[src/rtl/alu_mc_if.sv]
// alu_mc_if: request/response bundle between the EX-stage control and the
// multi-cycle ALU, parametrised by operand width.
interface alu_mc_if #(
    parameter int unsigned WIDTH = 32
);
    logic             start;
    logic [3:0]       control;
    logic [WIDTH-1:0] input_a;
    logic [WIDTH-1:0] input_b;
    logic             ready;
    logic             done;
    logic [WIDTH-1:0] result;
    logic             zero;
    logic             cout;
    logic             err_overflow;
    logic             err_invalid_control;
    logic             err_div_zero;
    logic [WIDTH-1:0] hi;
    logic [WIDTH-1:0] lo;

    modport master (
        output start, control, input_a, input_b,
        input  ready, done, result, zero, cout, err_overflow,
               err_invalid_control, err_div_zero, hi, lo
    );

    modport slave (
        input  start, control, input_a, input_b,
        output ready, done, result, zero, cout, err_overflow,
               err_invalid_control, err_div_zero, hi, lo
    );
endinterface

[src/rtl/alu_mc.sv]
// alu_mc: MIPS EX-stage ALU. Logic/add/sub/compare complete in one clock;
// MULTU (shift-add) and DIVU (restoring) iterate one bit per clock into HI/LO.
module alu_mc #(
    parameter int unsigned WIDTH = 32
) (
    input  logic    clock,
    input  logic    reset,
    alu_mc_if.slave bus
);
    localparam int unsigned CW = $clog2(WIDTH);

    localparam logic [3:0] OP_AND   = 4'h0;
    localparam logic [3:0] OP_OR    = 4'h1;
    localparam logic [3:0] OP_ADD   = 4'h2;
    localparam logic [3:0] OP_ADDU  = 4'h3;
    localparam logic [3:0] OP_SLTU  = 4'h4;
    localparam logic [3:0] OP_SUB   = 4'h6;
    localparam logic [3:0] OP_SLT   = 4'h7;
    localparam logic [3:0] OP_MULTU = 4'h8;
    localparam logic [3:0] OP_DIVU  = 4'h9;
    localparam logic [3:0] OP_MFHI  = 4'hA;
    localparam logic [3:0] OP_MFLO  = 4'hB;
    localparam logic [3:0] OP_NOR   = 4'hC;

    typedef enum logic [1:0] {
        S_IDLE,
        S_MUL,
        S_DIV
    } state_t;

    state_t           r_state, w_state_nxt;
    logic [CW-1:0]    r_cnt, w_cnt_nxt;
    logic [WIDTH-1:0] r_opd, w_opd_nxt;
    logic [WIDTH-1:0] r_ph, w_ph_nxt;
    logic [WIDTH-1:0] r_pl, w_pl_nxt;
    logic [WIDTH-1:0] r_result, w_result_nxt;
    logic [WIDTH-1:0] r_hi, w_hi_nxt;
    logic [WIDTH-1:0] r_lo, w_lo_nxt;
    logic             r_cout, w_cout_nxt;
    logic             r_ovf, w_ovf_nxt;
    logic             r_inv, w_inv_nxt;
    logic             r_dz, w_dz_nxt;
    logic             r_done, w_done_nxt;
    logic             r_ready, w_ready_nxt;

    logic [WIDTH:0]   w_add;
    logic [WIDTH:0]   w_sub;
    logic [WIDTH:0]   w_mul_sum;
    logic [WIDTH-1:0] w_mul_hi;
    logic [WIDTH-1:0] w_mul_lo;
    logic [WIDTH:0]   w_div_sh;
    logic             w_div_ge;
    logic [WIDTH-1:0] w_div_diff;
    logic [WIDTH-1:0] w_div_rem;
    logic [WIDTH-1:0] w_div_quo;
    logic             w_last;
    logic             w_a_msb;
    logic             w_b_msb;

    assign w_a_msb = bus.input_a[WIDTH-1];
    assign w_b_msb = bus.input_b[WIDTH-1];
    assign w_add   = {1'b0, bus.input_a} + {1'b0, bus.input_b};
    assign w_sub   = {1'b0, bus.input_a} + {1'b0, ~bus.input_b} + (WIDTH+1)'(1);

    // Multiply step: {ph,pl} holds partial product over the unconsumed multiplier bits.
    assign w_mul_sum = {1'b0, r_ph} + (r_pl[0] ? {1'b0, r_opd} : '0);
    assign w_mul_hi  = w_mul_sum[WIDTH:1];
    assign w_mul_lo  = {w_mul_sum[0], r_pl[WIDTH-1:1]};

    // Divide step: ph is the partial remainder, pl shifts dividend out / quotient in.
    assign w_div_sh   = {r_ph, r_pl[WIDTH-1]};
    assign w_div_ge   = (w_div_sh >= {1'b0, r_opd});
    assign w_div_diff = w_div_sh[WIDTH-1:0] - r_opd;
    assign w_div_rem  = w_div_ge ? w_div_diff : w_div_sh[WIDTH-1:0];
    assign w_div_quo  = {r_pl[WIDTH-2:0], w_div_ge};

    assign w_last = (r_cnt == CW'(WIDTH - 1));

    always_ff @(posedge clock or posedge reset) begin
        if (reset) begin
            r_state  <= S_IDLE;
            r_cnt    <= '0;
            r_opd    <= '0;
            r_ph     <= '0;
            r_pl     <= '0;
            r_result <= '0;
            r_hi     <= '0;
            r_lo     <= '0;
            r_cout   <= 1'b0;
            r_ovf    <= 1'b0;
            r_inv    <= 1'b0;
            r_dz     <= 1'b0;
            r_done   <= 1'b0;
            r_ready  <= 1'b1;
        end else begin
            r_state  <= w_state_nxt;
            r_cnt    <= w_cnt_nxt;
            r_opd    <= w_opd_nxt;
            r_ph     <= w_ph_nxt;
            r_pl     <= w_pl_nxt;
            r_result <= w_result_nxt;
            r_hi     <= w_hi_nxt;
            r_lo     <= w_lo_nxt;
            r_cout   <= w_cout_nxt;
            r_ovf    <= w_ovf_nxt;
            r_inv    <= w_inv_nxt;
            r_dz     <= w_dz_nxt;
            r_done   <= w_done_nxt;
            r_ready  <= w_ready_nxt;
        end
    end

    always_comb begin
        w_state_nxt  = r_state;
        w_cnt_nxt    = r_cnt;
        w_opd_nxt    = r_opd;
        w_ph_nxt     = r_ph;
        w_pl_nxt     = r_pl;
        w_result_nxt = r_result;
        w_hi_nxt     = r_hi;
        w_lo_nxt     = r_lo;
        w_cout_nxt   = r_cout;
        w_ovf_nxt    = r_ovf;
        w_inv_nxt    = r_inv;
        w_dz_nxt     = r_dz;
        w_done_nxt   = 1'b0;

        case (r_state)
            S_IDLE: begin
                if (bus.start) begin
                    w_cout_nxt = 1'b0;
                    w_ovf_nxt  = 1'b0;
                    w_inv_nxt  = 1'b0;
                    w_dz_nxt   = 1'b0;
                    w_done_nxt = 1'b1;
                    case (bus.control)
                        OP_AND:  w_result_nxt = bus.input_a & bus.input_b;
                        OP_OR:   w_result_nxt = bus.input_a | bus.input_b;
                        OP_NOR:  w_result_nxt = ~(bus.input_a | bus.input_b);
                        OP_ADD: begin
                            w_result_nxt = w_add[WIDTH-1:0];
                            w_cout_nxt   = w_add[WIDTH];
                            w_ovf_nxt    = (w_a_msb == w_b_msb) && (w_add[WIDTH-1] != w_a_msb);
                        end
                        OP_ADDU: begin
                            w_result_nxt = w_add[WIDTH-1:0];
                            w_cout_nxt   = w_add[WIDTH];
                            w_ovf_nxt    = w_add[WIDTH];
                        end
                        OP_SUB: begin
                            w_result_nxt = w_sub[WIDTH-1:0];
                            w_cout_nxt   = w_sub[WIDTH];
                            w_ovf_nxt    = (w_a_msb != w_b_msb) && (w_sub[WIDTH-1] != w_a_msb);
                        end
                        OP_SLT:  w_result_nxt = WIDTH'($signed(bus.input_a) < $signed(bus.input_b));
                        OP_SLTU: w_result_nxt = WIDTH'(bus.input_a < bus.input_b);
                        OP_MFHI: w_result_nxt = r_hi;
                        OP_MFLO: w_result_nxt = r_lo;
                        OP_MULTU: begin
                            w_done_nxt  = 1'b0;
                            w_state_nxt = S_MUL;
                            w_cnt_nxt   = '0;
                            w_opd_nxt   = bus.input_a;
                            w_ph_nxt    = '0;
                            w_pl_nxt    = bus.input_b;
                        end
                        OP_DIVU: begin
                            if (bus.input_b == '0) begin
                                w_dz_nxt = 1'b1;
                            end else begin
                                w_done_nxt  = 1'b0;
                                w_state_nxt = S_DIV;
                                w_cnt_nxt   = '0;
                                w_opd_nxt   = bus.input_b;
                                w_ph_nxt    = '0;
                                w_pl_nxt    = bus.input_a;
                            end
                        end
                        default: w_inv_nxt = 1'b1;
                    endcase
                end
            end
            S_MUL: begin
                w_ph_nxt  = w_mul_hi;
                w_pl_nxt  = w_mul_lo;
                w_cnt_nxt = r_cnt + CW'(1);
                if (w_last) begin
                    w_state_nxt  = S_IDLE;
                    w_cnt_nxt    = '0;
                    w_hi_nxt     = w_mul_hi;
                    w_lo_nxt     = w_mul_lo;
                    w_result_nxt = w_mul_lo;
                    w_done_nxt   = 1'b1;
                end
            end
            S_DIV: begin
                w_ph_nxt  = w_div_rem;
                w_pl_nxt  = w_div_quo;
                w_cnt_nxt = r_cnt + CW'(1);
                if (w_last) begin
                    w_state_nxt  = S_IDLE;
                    w_cnt_nxt    = '0;
                    w_hi_nxt     = w_div_rem;
                    w_lo_nxt     = w_div_quo;
                    w_result_nxt = w_div_quo;
                    w_done_nxt   = 1'b1;
                end
            end
            default: w_state_nxt = S_IDLE;
        endcase

        w_ready_nxt = (w_state_nxt == S_IDLE);
    end

    assign bus.ready               = r_ready;
    assign bus.done                = r_done;
    assign bus.result              = r_result;
    assign bus.zero                = (r_result == '0);
    assign bus.cout                = r_cout;
    assign bus.err_overflow        = r_ovf;
    assign bus.err_invalid_control = r_inv;
    assign bus.err_div_zero        = r_dz;
    assign bus.hi                  = r_hi;
    assign bus.lo                  = r_lo;
endmodule

[src/flat_wrapper.sv]
// flat-port wrapper written by rule: the top's interface ports become plain ports
module alu_mc_flat 
#(
    parameter int unsigned WIDTH = 32
)
  (clock, reset, bus_start, bus_control, bus_input_a, bus_input_b, bus_ready, bus_done, bus_result, bus_zero, bus_cout, bus_err_overflow, bus_err_invalid_control, bus_err_div_zero, bus_hi, bus_lo);
  alu_mc_if #(.WIDTH(WIDTH)) bus_i ();
  input  logic clock;
  input  logic reset;
  input wire logic [$bits(bus_i.start)-1:0] bus_start;
  input wire logic [$bits(bus_i.control)-1:0] bus_control;
  input wire logic [$bits(bus_i.input_a)-1:0] bus_input_a;
  input wire logic [$bits(bus_i.input_b)-1:0] bus_input_b;
  output wire logic [$bits(bus_i.ready)-1:0] bus_ready;
  output wire logic [$bits(bus_i.done)-1:0] bus_done;
  output wire logic [$bits(bus_i.result)-1:0] bus_result;
  output wire logic [$bits(bus_i.zero)-1:0] bus_zero;
  output wire logic [$bits(bus_i.cout)-1:0] bus_cout;
  output wire logic [$bits(bus_i.err_overflow)-1:0] bus_err_overflow;
  output wire logic [$bits(bus_i.err_invalid_control)-1:0] bus_err_invalid_control;
  output wire logic [$bits(bus_i.err_div_zero)-1:0] bus_err_div_zero;
  output wire logic [$bits(bus_i.hi)-1:0] bus_hi;
  output wire logic [$bits(bus_i.lo)-1:0] bus_lo;
  assign bus_i.start = bus_start;
  assign bus_i.control = bus_control;
  assign bus_i.input_a = bus_input_a;
  assign bus_i.input_b = bus_input_b;
  assign bus_ready = bus_i.ready;
  assign bus_done = bus_i.done;
  assign bus_result = bus_i.result;
  assign bus_zero = bus_i.zero;
  assign bus_cout = bus_i.cout;
  assign bus_err_overflow = bus_i.err_overflow;
  assign bus_err_invalid_control = bus_i.err_invalid_control;
  assign bus_err_div_zero = bus_i.err_div_zero;
  assign bus_hi = bus_i.hi;
  assign bus_lo = bus_i.lo;
  alu_mc #(.WIDTH(WIDTH)) u_core (.clock(clock), .reset(reset), .bus(bus_i));
endmodule
[config.mk]
export PLATFORM = sky130hd
export DESIGN_NAME = alu_mc_flat
export DESIGN_NICKNAME = d
export VERILOG_FILES = /design/src/rtl/alu_mc_if.sv /design/src/rtl/alu_mc.sv /design/src/flat_wrapper.sv
export SDC_FILE = /design/constraint.sdc
export NUM_CORES = 1
export LEC_CHECK = 0
export CORE_UTILIZATION = 55
export DETAILED_ROUTE_END_ITERATION = 16
export PLACE_DENSITY = 0.77
export SLEW_MARGIN = 20
export SYNTH_ARGS = -nofsm -noshare
export SYNTH_HDL_FRONTEND = slang
export SYNTH_SLANG_ARGS = --single-unit
[constraint.sdc]
create_clock -name clock -period 7.3 [get_ports clock]
set_input_delay 1.095 -clock clock [delete_from_list [all_inputs] [get_ports clock]]
set_output_delay 1.095 -clock clock [all_outputs]
set_load 0.05 [all_outputs]
-- Word-level counts from Yosys, hierarchy flattened
Cells that the tools add are included.
- register bits after elaboration: 205
- bits of input ports: 71
- output and inout bits: 103
- word-level logic and storage cells: 112
- add/subtract/negate cells: 6
- magnitude comparators: 3
- eq/ne operators: 25
- muxes and demuxes: 40
- bitwise logic cells: 4
- reductions and logical operators: 20
- operator list (operator ; count):
    $mux W32 ; 12
    $pmux W32 S2 ; 5
    $pmux W32 S3 ; 3
    $pmux W32 S9 ; 1
    $add A32 B32 Y33 ; 2
    $logic_not A32 Y1 ; 2
    $lt A32 B32 Y1 ; 2
    $not A32 Y32 ; 2
    $add A32 B33 Y33 ; 1
    $add A33 B1 Y33 const B ; 1
    $ge A33 B32 Y1 ; 1
    $and A32 B32 Y32 ; 1
    $or A32 B32 Y32 ; 1
    $sub A32 B32 Y32 ; 1
    $eq A4 B4 Y1 const B ; 5
    $pmux W5 S2 ; 2
    $mux W5 ; 3
    $eq A4 B3 Y1 const B ; 3
    $reduce_and A4 Y1 ; 3
    $reduce_or A12 Y1 ; 1
    $ne A10 B10 Y1 const B ; 1
    $eq A4 B2 Y1 const B ; 2
    $pmux W2 S2 ; 2
    $mux W2 ; 3
    22 further kinds ; 38

-- Depth between registers and ports, before layout
- depth after elaboration: 6
- mapped depth: 14
- gate-level depth less buffers: 14

-- Worst setup path before layout
OpenSTA, ideal clock, no wires.
- path type: input-to-reg
- start point: in bus_input_b[1]
- end point: reg u_core.r_result[31] (netlist: u_core.bus.result[31])
- setup time: 0.126 ns
- arrival: 3.518 ns
- data required time: 7.174 ns
- path slack: 3.655 ns
- stages on the path: 12
- path buffers: 0
- cell sequence: inv_1 ha_1 o21ba_1 or4_4 nand3_2 a311oi_4 o41ai_2 a21bo_1 a311oi_2 and2_4 a2111oi_4 o21ai_1
- cells in the longest elaborated chain, start to end: 6
- elaborated cells on any way between the ends: 7
- those cells by class: add/sub: 3; mux: 3; bitwise: 1
- RTL lines (item ; RTL line ; RTL):
    from (decl) ; flat_wrapper.sv:13 ; input wire logic [$bits(bus_i.input_b)-1:0] bus_input_b;
    $not A32 Y32 ; alu_mc.sv:63 ; assign w_sub = {1'b0, bus.input_a} + {1'b0, ~bus.input_b} + (WIDTH+1)'(1);
    $add A32 B32 Y33 ; alu_mc.sv:63 ;
    $add A33 B1 Y33 ; alu_mc.sv:63 ;
    $pmux W32 S9 (*) ; alu_mc.sv:136 ; case (bus.control)
    $mux W32 (*) ; alu_mc.sv:130 ; if (bus.start) begin
    $pmux W32 S3 (*) ; alu_mc.sv:128 ; case (r_state)
    to (signal assigned) ; alu_mc.sv:101 ; r_result <= w_result_nxt;
    to (decl) ; alu_mc.sv:36 ; logic [WIDTH-1:0] r_result, w_result_nxt;
Mark *: on every way between the ends. The rest lies on a longest branch, timed or not. The select of a mux whose other input is x is not followed.
A chain may end at the register's enable or synchronous reset.

-- Worst setup path after layout
- start point: in bus_input_b[0]
- end point: reg u_core.r_result[0] (netlist: u_core.bus.result[0])
The elaborated chain is that of the path after synthesis.

==> run summary <==
Post-synth cell types = 102
#FFs+latches synth = 205
Total wire length = 79420 um
Most frequent cells in the layout = 328 x nand2_1, 257 x o21ai_0, 223 x a21oi_1, 204 x dfrtp_1, 201 x nor2_1
Net Count, Synth = 2817
DR vias = 21155
CTS tree = built
Cell Count, Final, Fillers Out = 3117
F_max = 0.2082 GHz
Skew-Pair Late Insertion Delay = 0.56 ns
Post-synth top area cell = dfrtp_1
DRT antenna net count = 0
# H-tree levels = 1
Final Cycle Share = 0.6579
I/O pin cnt = 174
PostCTS Resize Cnt = 0
Setup Skew = 0.01158 ns
Die height = 190.8 um
Syn Inst Count = 2564
Crit path kind = in2reg
Via density = 6.787
Sink Count = 205
Area Growth Syn to Fin = 14.52%
Routed wire per std cell = 25.48 um
R2R Setup Slk = 3.05 ns
Power Dens Cells = 396.8 mW/mm2
Die width = 190.8 um
Final global-route overflow total = 0
Post-DP HPWL = 59350 um
Pins Over Slew Limit = 0
CP max stage cell = o41ai_1
Post-CTS Setup Inserts = 0
Core area = 0.03480 mm2
RSZ-0062 raised after global routing = false
Slew headroom = 0.3422
Vias in the first global route = 19767
DRC errors left = 0
Top cells by area, synth = dfrtp_1 26%, ha_1 11%, o21ai_0 6.6%
Post-Synthesis Cell Area = 0.01960 mm2
First-pass DRT Iterations = 6
Number of max-cap violations = 0
Row cnt = 68
Tightest Pin Transition = 0.9868 ns
Port Buffer Count = 173
RePlAce Congestion = 1.031
Yosys Warn Count = 0
Initial core utilization = 0.5632
Post-synth ARST share = 1.000
Seq/Total Area, Yosys = 0.2618
Area share of the largest cell type after synthesis = 0.2605
Synth Area per Inst = 7.644 um2
Clk slew on worst S/H paths = 0.06 ns
Nets@finish = 2895
Final-report setup violation count = 0
Detailed Route Iter0 Violations = 2623
Critical Path AT = 5.22 ns
Final hold violations = 0
Share of cells above drive strength 1 = 0.04774
Overall routing resource usage = 0.4297
Cell Count Post-Placement = 3069
Leakage = 0.009902 uW
Hold Path Class = reg2reg
WHS Path Cells = 2
Hold path endpoint = u_core.bus.result[13]
Crit end category = flop
Post-route minimum period = 4.803 ns
Die area = 0.03640 mm2
CTS max path bufs = 3
Initial antenna violation count = 0
Slowest stage delay, CP = 0.77 ns
WP data required = 7.72 ns
Root Buffer = clkbuf_16
HP Start = u_core.bus.result[13]
Top_reg_cell synth = dfrtp_1
Worst Setup Start Kind = input port
Final TNS setup = 0 ns
First-pass GRT wire length = 118500 um
Outcome = finished clean
Critical-path cell list = clkdlybuf4s50_1 -> ha_1 -> fa_1 -> o21bai_1 -> a21oi_1 -> o21ai_0 -> nand3_1 -> nand2_1 -> o41a_1 -> a41oi_2 -> o41ai_1 -> o311a_1 -> a211oi_1
Number of synthesized flops with an enable pin = 0
Reg2Reg Capture Point = u_core.bus.hi[20]
Multi-input gate area = 0.01337 mm2
Maximum vdd drop = 0.3733 mV
Worst-path fanout max = 6
R2R depth = 14
Leading cell type in the layout, fill and taps excluded = nand2_1
Hold_buf cts = 0
Layout filler cell count = 3071
R2r startpoint = u_core.r_pl[31]
TritonCTS Buffers = 25
Reg area = 0.005131 mm2
Largest net degree at the start of global routing = 142
==> sequential cells by signal (all words and copies together), names as in the netlist <==
name and cells:
u_core.bus.hi 32, u_core.bus.lo 32, u_core.bus.result 32, u_core.r_opd 32, u_core.r_ph 32, u_core.r_pl 32, u_core.r_cnt 5, u_core.r_state 2
u_core.bus.cout 1, u_core.bus.done 1, u_core.bus.err_div_zero 1, u_core.bus.err_invalid_control 1, u_core.bus.err_overflow 1, u_core.bus.ready 1
==> metrics by stage <==
| step | instance area, um2 | worst slack, ns | hold slack (ns) | util | total power (uW) |
|---|---|---|---|---|---|
| after floorplan | 19600 | 0.6109 | 0.4563 | - | 5675 |
| after global placement | 21610 | 2.117 | 0.4680 | 0.6211 | 7369 |
| after detailed placement | 21610 | 2.161 | 0.4973 | 0.6211 | 7484 |
| after CTS | 22410 | 2.713 | 0.5134 | 0.6441 | 8765 |
| after global routing | 22440 | 2.490 | 0.5515 | 0.6449 | 9349 |
| final | 22450 | 2.497 | 0.5136 | 0.6450 | 8907 |
==> critical path: cells and delay by family <==
family	cells	cell delay [ns]
adder cells (fa/ha/maj)	2	0.76
AO/OA/AOI/OAI	8	2.39
buffers and inverters	1	0.62
AND/OR/NAND/NOR	2	0.35
==> worst max path at each step <==
stage | start | end | cells past startpoint
2_1_floorplan | reset | u_core.bus.cout | 1
6_report | bus_input_b[0] | u_core.bus.result[0] | 13
5_1_grt | bus_control[3] | u_core.r_ph[26] | 10
4_1_cts | bus_input_b[0] | u_core.bus.result[0] | 13
3_5_place_dp | bus_input_b[0] | u_core.bus.result[0] | 13
3_3_place_gp | bus_input_b[0] | u_core.bus.result[0] | 13
==> where the power goes <==
part           switching, uW  leakage [uW]  total, uW  internal (uW)
registers                584       0.00260       2190           1610
logic                   3650       0.00691       5470           1820
clock network            560      0.000391       1250            693
total                   4790       0.00990       8910           4110
==> cell families after synthesis <==
group / count (synthesis) / synth area share
buffers and inverters: 307 / 0.06052
adders and majority gates: 182 / 0.1177
AOI/OAI and AO/OA: 933 / 0.3073
muxes: 81 / 0.04169
and+or+nand+nor: 788 / 0.1806
xor gates and xnor gates: 68 / 0.03039
DFF: 205 / 0.2618
==> area by class of cell <==
| class | instances | area share |
|---|---|---|
| antenna | 2 | 0.0002230 |
| clock buffer | 29 | 0.02943 |
| clock inverter | 16 | 0.006132 |
| inverter | 157 | 0.02659 |
| multi-input combinational | 2052 | 0.5957 |
| sequential | 205 | 0.2286 |
| tap | 455 | 0.02536 |
| timing repair buffer | 201 | 0.08796 |
==> cell usage after synthesis (16+ instances only) <==
cell      instances
nand2_1         328
o21ai_0         258
a21oi_1         223
nor2_1          206
dfrtp_1         204
ha_1            178
inv_1           156
clkbuf_1        123
mux2i_1          76
a21o_1           45
xnor2_1          45
nor3_1           44
and2_1           41
a211oi_1         40
a221oi_1         35
nand3_1          35
o21ai_1          33
a22oi_1          29
nand2b_1         29
a31oi_1          26
o21bai_1         26
o21a_1           24
nor4_1           23
xor2_1           23
nor2b_1          22
nand4_1          19
o211ai_1         19
and3_1           17
o31ai_1          17
a22o_1           16
==> routing by layer <==
metal | up-vias | global-route usage | share of wire | wire length [um]
li1 | 9410 | - | - | -
met1 | 10065 | 0.5493 | 0.39 | 30580
met2 | 1358 | 0.6768 | 0.44 | 35190
met3 | 322 | 0.06423 | 0.095 | 7581
met4 | 0 | 0.2757 | 0.076 | 6063
met5 | - | 0 | 0 | 0
(Power assumes the default switching activity.)
